$ cat src/rtl/dmem_access_ctrl.sv
// rtl/dmem_access_ctrl.sv - load/store sequencer between the CPU memory stage and a word-only data memory
// Sub-word stores use read-modify-write; misaligned or out-of-range requests get an error response.
module dmem_access_ctrl #(
    parameter int unsigned MEM_SIZE = 4096
) (
    input  logic        i_clk,
    input  logic        i_rst_n,
    input  logic        i_req_valid,
    output logic        o_req_ready,
    input  logic        i_req_write,
    input  logic [1:0]  i_req_size,
    input  logic        i_req_signed,
    input  logic [31:0] i_req_addr,
    input  logic [31:0] i_req_wdata,
    output logic        o_resp_valid,
    output logic [31:0] o_resp_rdata,
    output logic        o_resp_err,
    output logic        o_mem_write_en,
    output logic [31:0] o_mem_write_addr,
    output logic [31:0] o_mem_write_data,
    output logic [31:0] o_mem_read_addr,
    input  logic [31:0] i_mem_read_data
);

    localparam logic [31:0] LP_MEM_SIZE = 32'(MEM_SIZE);

    typedef enum logic [1:0] {
        S_IDLE    = 2'd0,
        S_RD_DATA = 2'd1,
        S_WRITE   = 2'd2,
        S_RESP    = 2'd3
    } state_t;

    state_t      r_state;
    state_t      w_next;
    logic [31:0] r_addr;
    logic [31:0] r_data;
    logic [1:0]  r_size;
    logic        r_signed;
    logic        r_write;
    logic        r_err;

    logic        w_accept;
    logic        w_err;
    logic [4:0]  w_shamt;
    logic [31:0] w_shifted;
    logic [31:0] w_load_val;
    logic [31:0] w_mask;
    logic [31:0] w_merged;

    assign w_accept = i_req_valid && o_req_ready;

    assign w_err = (i_req_size == 2'b11)
                || ((i_req_size == 2'b01) && i_req_addr[0])
                || ((i_req_size == 2'b10) && (i_req_addr[1:0] != 2'b00))
                || (i_req_addr >= LP_MEM_SIZE);

    // Half accesses are 2-byte aligned, so a byte-granular shift serves both lane widths.
    assign w_shamt   = {r_addr[1:0], 3'b000};
    assign w_shifted = i_mem_read_data >> w_shamt;
    assign w_mask    = ((r_size == 2'b00) ? 32'h0000_00FF : 32'h0000_FFFF) << w_shamt;
    assign w_merged  = (i_mem_read_data & ~w_mask) | ((r_data << w_shamt) & w_mask);

    always_comb begin
        w_load_val = i_mem_read_data;
        case (r_size)
            2'b00:   w_load_val = {{24{r_signed & w_shifted[7]}}, w_shifted[7:0]};
            2'b01:   w_load_val = {{16{r_signed & w_shifted[15]}}, w_shifted[15:0]};
            default: w_load_val = i_mem_read_data;
        endcase
    end

    always_comb begin
        w_next = r_state;
        case (r_state)
            S_IDLE: begin
                if (w_accept) begin
                    if (w_err)
                        w_next = S_RESP;
                    else if (i_req_write && (i_req_size == 2'b10))
                        w_next = S_WRITE;
                    else
                        w_next = S_RD_DATA;
                end
            end
            S_RD_DATA: w_next = r_write ? S_WRITE : S_RESP;
            S_WRITE:   w_next = S_IDLE;
            S_RESP:    w_next = S_IDLE;
            default:   w_next = S_IDLE;
        endcase
    end

    always_ff @(posedge i_clk or negedge i_rst_n) begin
        if (!i_rst_n) begin
            r_state  <= S_IDLE;
            r_addr   <= 32'd0;
            r_data   <= 32'd0;
            r_size   <= 2'd0;
            r_signed <= 1'b0;
            r_write  <= 1'b0;
            r_err    <= 1'b0;
        end else begin
            r_state <= w_next;
            if (r_state == S_IDLE && w_accept) begin
                r_addr   <= i_req_addr;
                r_data   <= i_req_wdata;
                r_size   <= i_req_size;
                r_signed <= i_req_signed;
                r_write  <= i_req_write;
                r_err    <= w_err;
            end else if (r_state == S_RD_DATA) begin
                r_data <= r_write ? w_merged : w_load_val;
            end
        end
    end

    assign o_req_ready      = (r_state == S_IDLE) && i_rst_n;
    assign o_resp_valid     = (r_state == S_WRITE) || (r_state == S_RESP);
    assign o_resp_err       = (r_state == S_RESP) && r_err;
    assign o_resp_rdata     = ((r_state == S_RESP) && !r_err) ? r_data : 32'd0;
    assign o_mem_write_en   = (r_state == S_WRITE);
    assign o_mem_write_addr = (r_state == S_WRITE) ? {r_addr[31:2], 2'b00} : 32'd0;
    assign o_mem_write_data = (r_state == S_WRITE) ? r_data : 32'd0;
    assign o_mem_read_addr  = (r_state == S_IDLE) ? {i_req_addr[31:2], 2'b00}
                                                  : {r_addr[31:2], 2'b00};

endmodule

$ cat config.mk
export PLATFORM = sky130hd
export DESIGN_NAME = dmem_access_ctrl
export DESIGN_NICKNAME = d
export VERILOG_FILES = /design/src/rtl/dmem_access_ctrl.sv
export SDC_FILE = /design/constraint.sdc
export NUM_CORES = 1
export LEC_CHECK = 0
export CAP_MARGIN = 25
export CORE_MARGIN = 8
export CORE_UTILIZATION = 35
export CTS_CLUSTER_DIAMETER = 200
export CTS_CLUSTER_SIZE = 14
export DETAILED_ROUTE_END_ITERATION = 8
export GPL_TIMING_DRIVEN = 1
export PLACE_DENSITY = 0.68
export SYNTH_ARGS = -nofsm -noshare
export SYNTH_HDL_FRONTEND = slang
export SYNTH_SLANG_ARGS = --single-unit
$ cat constraint.sdc
create_clock -name i_clk -period 2.4 [get_ports i_clk]
set_input_delay 0.24 -clock i_clk [delete_from_list [all_inputs] [get_ports i_clk]]
set_output_delay 0.24 -clock i_clk [all_outputs]
set_load 0.01 [all_outputs]
==> summary.txt <==
Power and ir drop
  • NetSw: 4.78 mW
  • Maximum vdd drop: 0.652 mV
  • Switching Fraction: 0.448
  • Gate power share: 0.646
  • Power Total: 10.7 mW
  • Leakage Power: 3.63 nW
  • Pwr/cell area: 1260 nW/µm²
  • Pint: 5.91 mW
  • Flop pwr share: 0.238
  • Clock power frac: 0.116

CTS
  • Number of H-tree levels: 3
  • CTS buffer count: 9
  • CTS tree: done
  • Clk sinks: 71
  • Clock Latency Late Sink: 340 ps
  • Root buffer cell: clkbuf_16
  • Clk pin slew, worst setup/hold paths: 60 ps
  • CTS Buffer Depth: 2

Yosys
  • Sequential share of the synthesized area: 0.314
  • Post-synthesis async set-or-reset flop share: 1.00
  • Mapped Cells: 683
  • Post-synth EDFFs: 0
  • Post-synth cell types: 60
  • Synthesized cell area: 5660 µm²
  • Synth warn: 0
  • Top_reg_cell synth: dfrtp_1
  • Number of synthesized register bits: 71
  • Synth Area per Inst: 8.29 µm²

Floorplan
  • Die width: 143 µm
  • Initial Util: 0.358
  • Rows: 46
  • Die area: 20500 µm²
  • CORE AREA: 15800 µm²
  • I/O pins: 235
  • Die Y: 143 µm

Worst setup path
  • Worst path max stage delay: 580 ps
  • Crit-path leading delay family: buffers and inverters
  • Critical Path Sink Type: primary output
  • Worst-path cell with the longest stage delay: clkdlybuf4s50_1
  • Buf/Inv on CP: 3
  • Worst Path Required: 2160 ps
  • Kind of critical path: reg2out
  • CP Max Fanout: 24
  • Worst setup startpoint: r_state[1]
  • Critical path launch point type: register
  • Worst path cell trace: buf_4 > buf_6 > and3_1 > clkdlybuf4s50_1
  • Reg2reg start: r_addr[0]
  • Arrival @ worst endpoint: 2010 ps

Global routing
  • Largest net degree at the start of global routing: 46
  • Antenna violations before repair: 0
  • GRT Util Overall: 0.222
  • Vias in the first global route: 6122
  • Global route overflow: 0
  • First-pass GRT wire length: 35400 µm

Routing
  • 1st-iter DRT viols: 523
  • WL final: 23300 µm
  • DRC viols: 0
  • Via count: 6163
  • Pre-antenna DRT Iters: 5
  • WL/cell: 20.9 µm
  • Detailed-route vias per instance: 5.53
  • ANT nets after route: 0

STA
  • Worst slew margin: 0.534
  • Final hold slack: 275 ps
  • Setup slack after layout: 145 ps
  • RSZ-0062 raised after global routing: false
  • Fin crit period: 2250 ps
  • Total negative slack: 0 ps
  • Worst Tran Pin Value: 697 ps
  • Maximum clock frequency: 443 MHz
  • Final period utilization: 0.940
  • Setup-failing EPs final: 0
  • Skew final: 8.83 ps
  • Slew Viols, Final: 0
  • Final Hold Vio Count: 0

Finish
  • # fillers: 1488
  • Share of layout cells above drive strength 1: 0.123
  • Final Util: 0.537
  • Ant diodes: 0
  • Synth-to-Final Area Change: 50.1%
  • Fin nets: 997
  • Post-route cell area: 8500 µm²
  • Final Instance Count excl. Fillers: 1115

Place
  • Area of placed instances: 8210 µm²
  • I/O Buffers: 230
  • Setup WS pre-CTS: 323 ps
  • Placer congestion estimate: 0.915
  • Post-DP HPWL: 17600 µm
  • Placed insts: 1098

Worst hold path
  • Min-Delay Path Class: in2async

Flow run
  • Max-cap viol count: 0

Run status
  • Status: completed
worst register-to-register path, stage by stage, from the launching register on:
cell and delay, ps:
dfrtp_2 610, buf_4 360, buf_4 270, mux2i_1 370, nand4_1 160, o311ai_1 120, o21ai_1 90
cells in the mapped netlist, types with 8 or more instances:
cell | instances | area, µm²
a22oi_1 | 9 | 67.6
buf_2 | 11 | 55.1
nor2_1 | 19 | 71.3
o21ai_0 | 20 | 100
and2_1 | 36 | 225
and3_1 | 63 | 394
o21a_1 | 10 | 75.1
a221oi_1 | 10 | 87.6
a31oi_1 | 9 | 56.3
mux2i_1 | 26 | 260
a21oi_1 | 11 | 55.1
nand3_1 | 10 | 50.1
clkbuf_1 | 42 | 158
inv_1 | 8 | 30.0
buf_4 | 8 | 60.1
o21ai_1 | 8 | 40.0
nand2_1 | 136 | 510
o22ai_1 | 19 | 119
mux2_2 | 43 | 484
dfrtp_1 | 71 | 1780
power by group through the flow:
stage / clock, mW / sequential, mW / combinational, mW
6_report: 1.24 / 2.54 / 6.91
4_1_cts: 1.26 / 2.51 / 6.90
3_5_place_dp: 0 / 2.52 / 6.84
2_1_floorplan: 0 / 2.12 / 4.33
3_3_place_gp: 0 / 2.52 / 6.82
5_1_grt: 1.31 / 2.61 / 7.45
layout make-up:
type / instances / area (µm²) / share of cell area
well taps: 216 / 270 / 0.0318
clock buffers: 9 / 225 / 0.0265
flip-flops and latches: 71 / 1780 / 0.209
inverters: 9 / 33.8 / 0.00397
multi-input cells: 540 / 3560 / 0.419
clock inverters: 7 / 48.8 / 0.00574
repair buffers: 263 / 2580 / 0.303
path summary, 6_finish.rpt:
check | to | slack, ps | depth (start not counted)
worst max-delay path | o_mem_write_addr[24] | 150 | 4
worst min-delay path | async pin | 270 | 2
worst max register to register | r_data[9] | 300 | 6
worst min register to register | r_addr[2] | 500 | 2
max in group asynchronous | r_state[1] | 860 | 4
min in group i_clk | r_signed | 440 | 3
cells by family after synthesis:
group,share of synthesized area
and+or+nand+nor,0.276
AOI/OAI and AO/OA,0.212
buffers and inverters,0.0627
DFF,0.314
muxes,0.135
other,0.000662
placed cells by master (no fill, tap or decap), types with 4 or more instances in the layout:
cell type          n
o21a_1            10
o22a_1             7
clkbuf_16          9
mux2_2            43
a32oi_1            6
a221oi_1          10
o221ai_1           7
o21ai_1            8
nor3_1             4
a21oi_1           11
and2_1            36
inv_1              8
nand4_1            7
o21ai_0           20
o311ai_1           7
o22ai_1           19
a2bb2oi_1          7
mux2i_1           26
dfrtp_1           69
nor2_1            18
o2111a_1           7
a22oi_1            9
a311oi_1           7
clkdlybuf4s50_1  229
nand3_1           10
and4_1             6
nor4_1             5
a31oi_1            9
buf_4             30
and3_1            63
conb_1             4
nand2_1          136
nand2b_1           6
per-layer routing:
metal	track usage	vias to the layer above	routed length, µm
met5	0	-	0
met4	0.0733	0	549
met3	0.0608	29	2110
met2	0.350	294	10500
met1	0.286	2917	10100
li1	-	2923	-
repair_timing:
item / CTS / global route
endpoints found under the hold margin: 3 / 0
buffers inserted: 0 / 0
gates resized for setup: 0 / 1
hold buffers: 1 / 0
endpoints found under the setup margin: 0 / 4
Note: power is estimated with default switching activity, not from simulation.
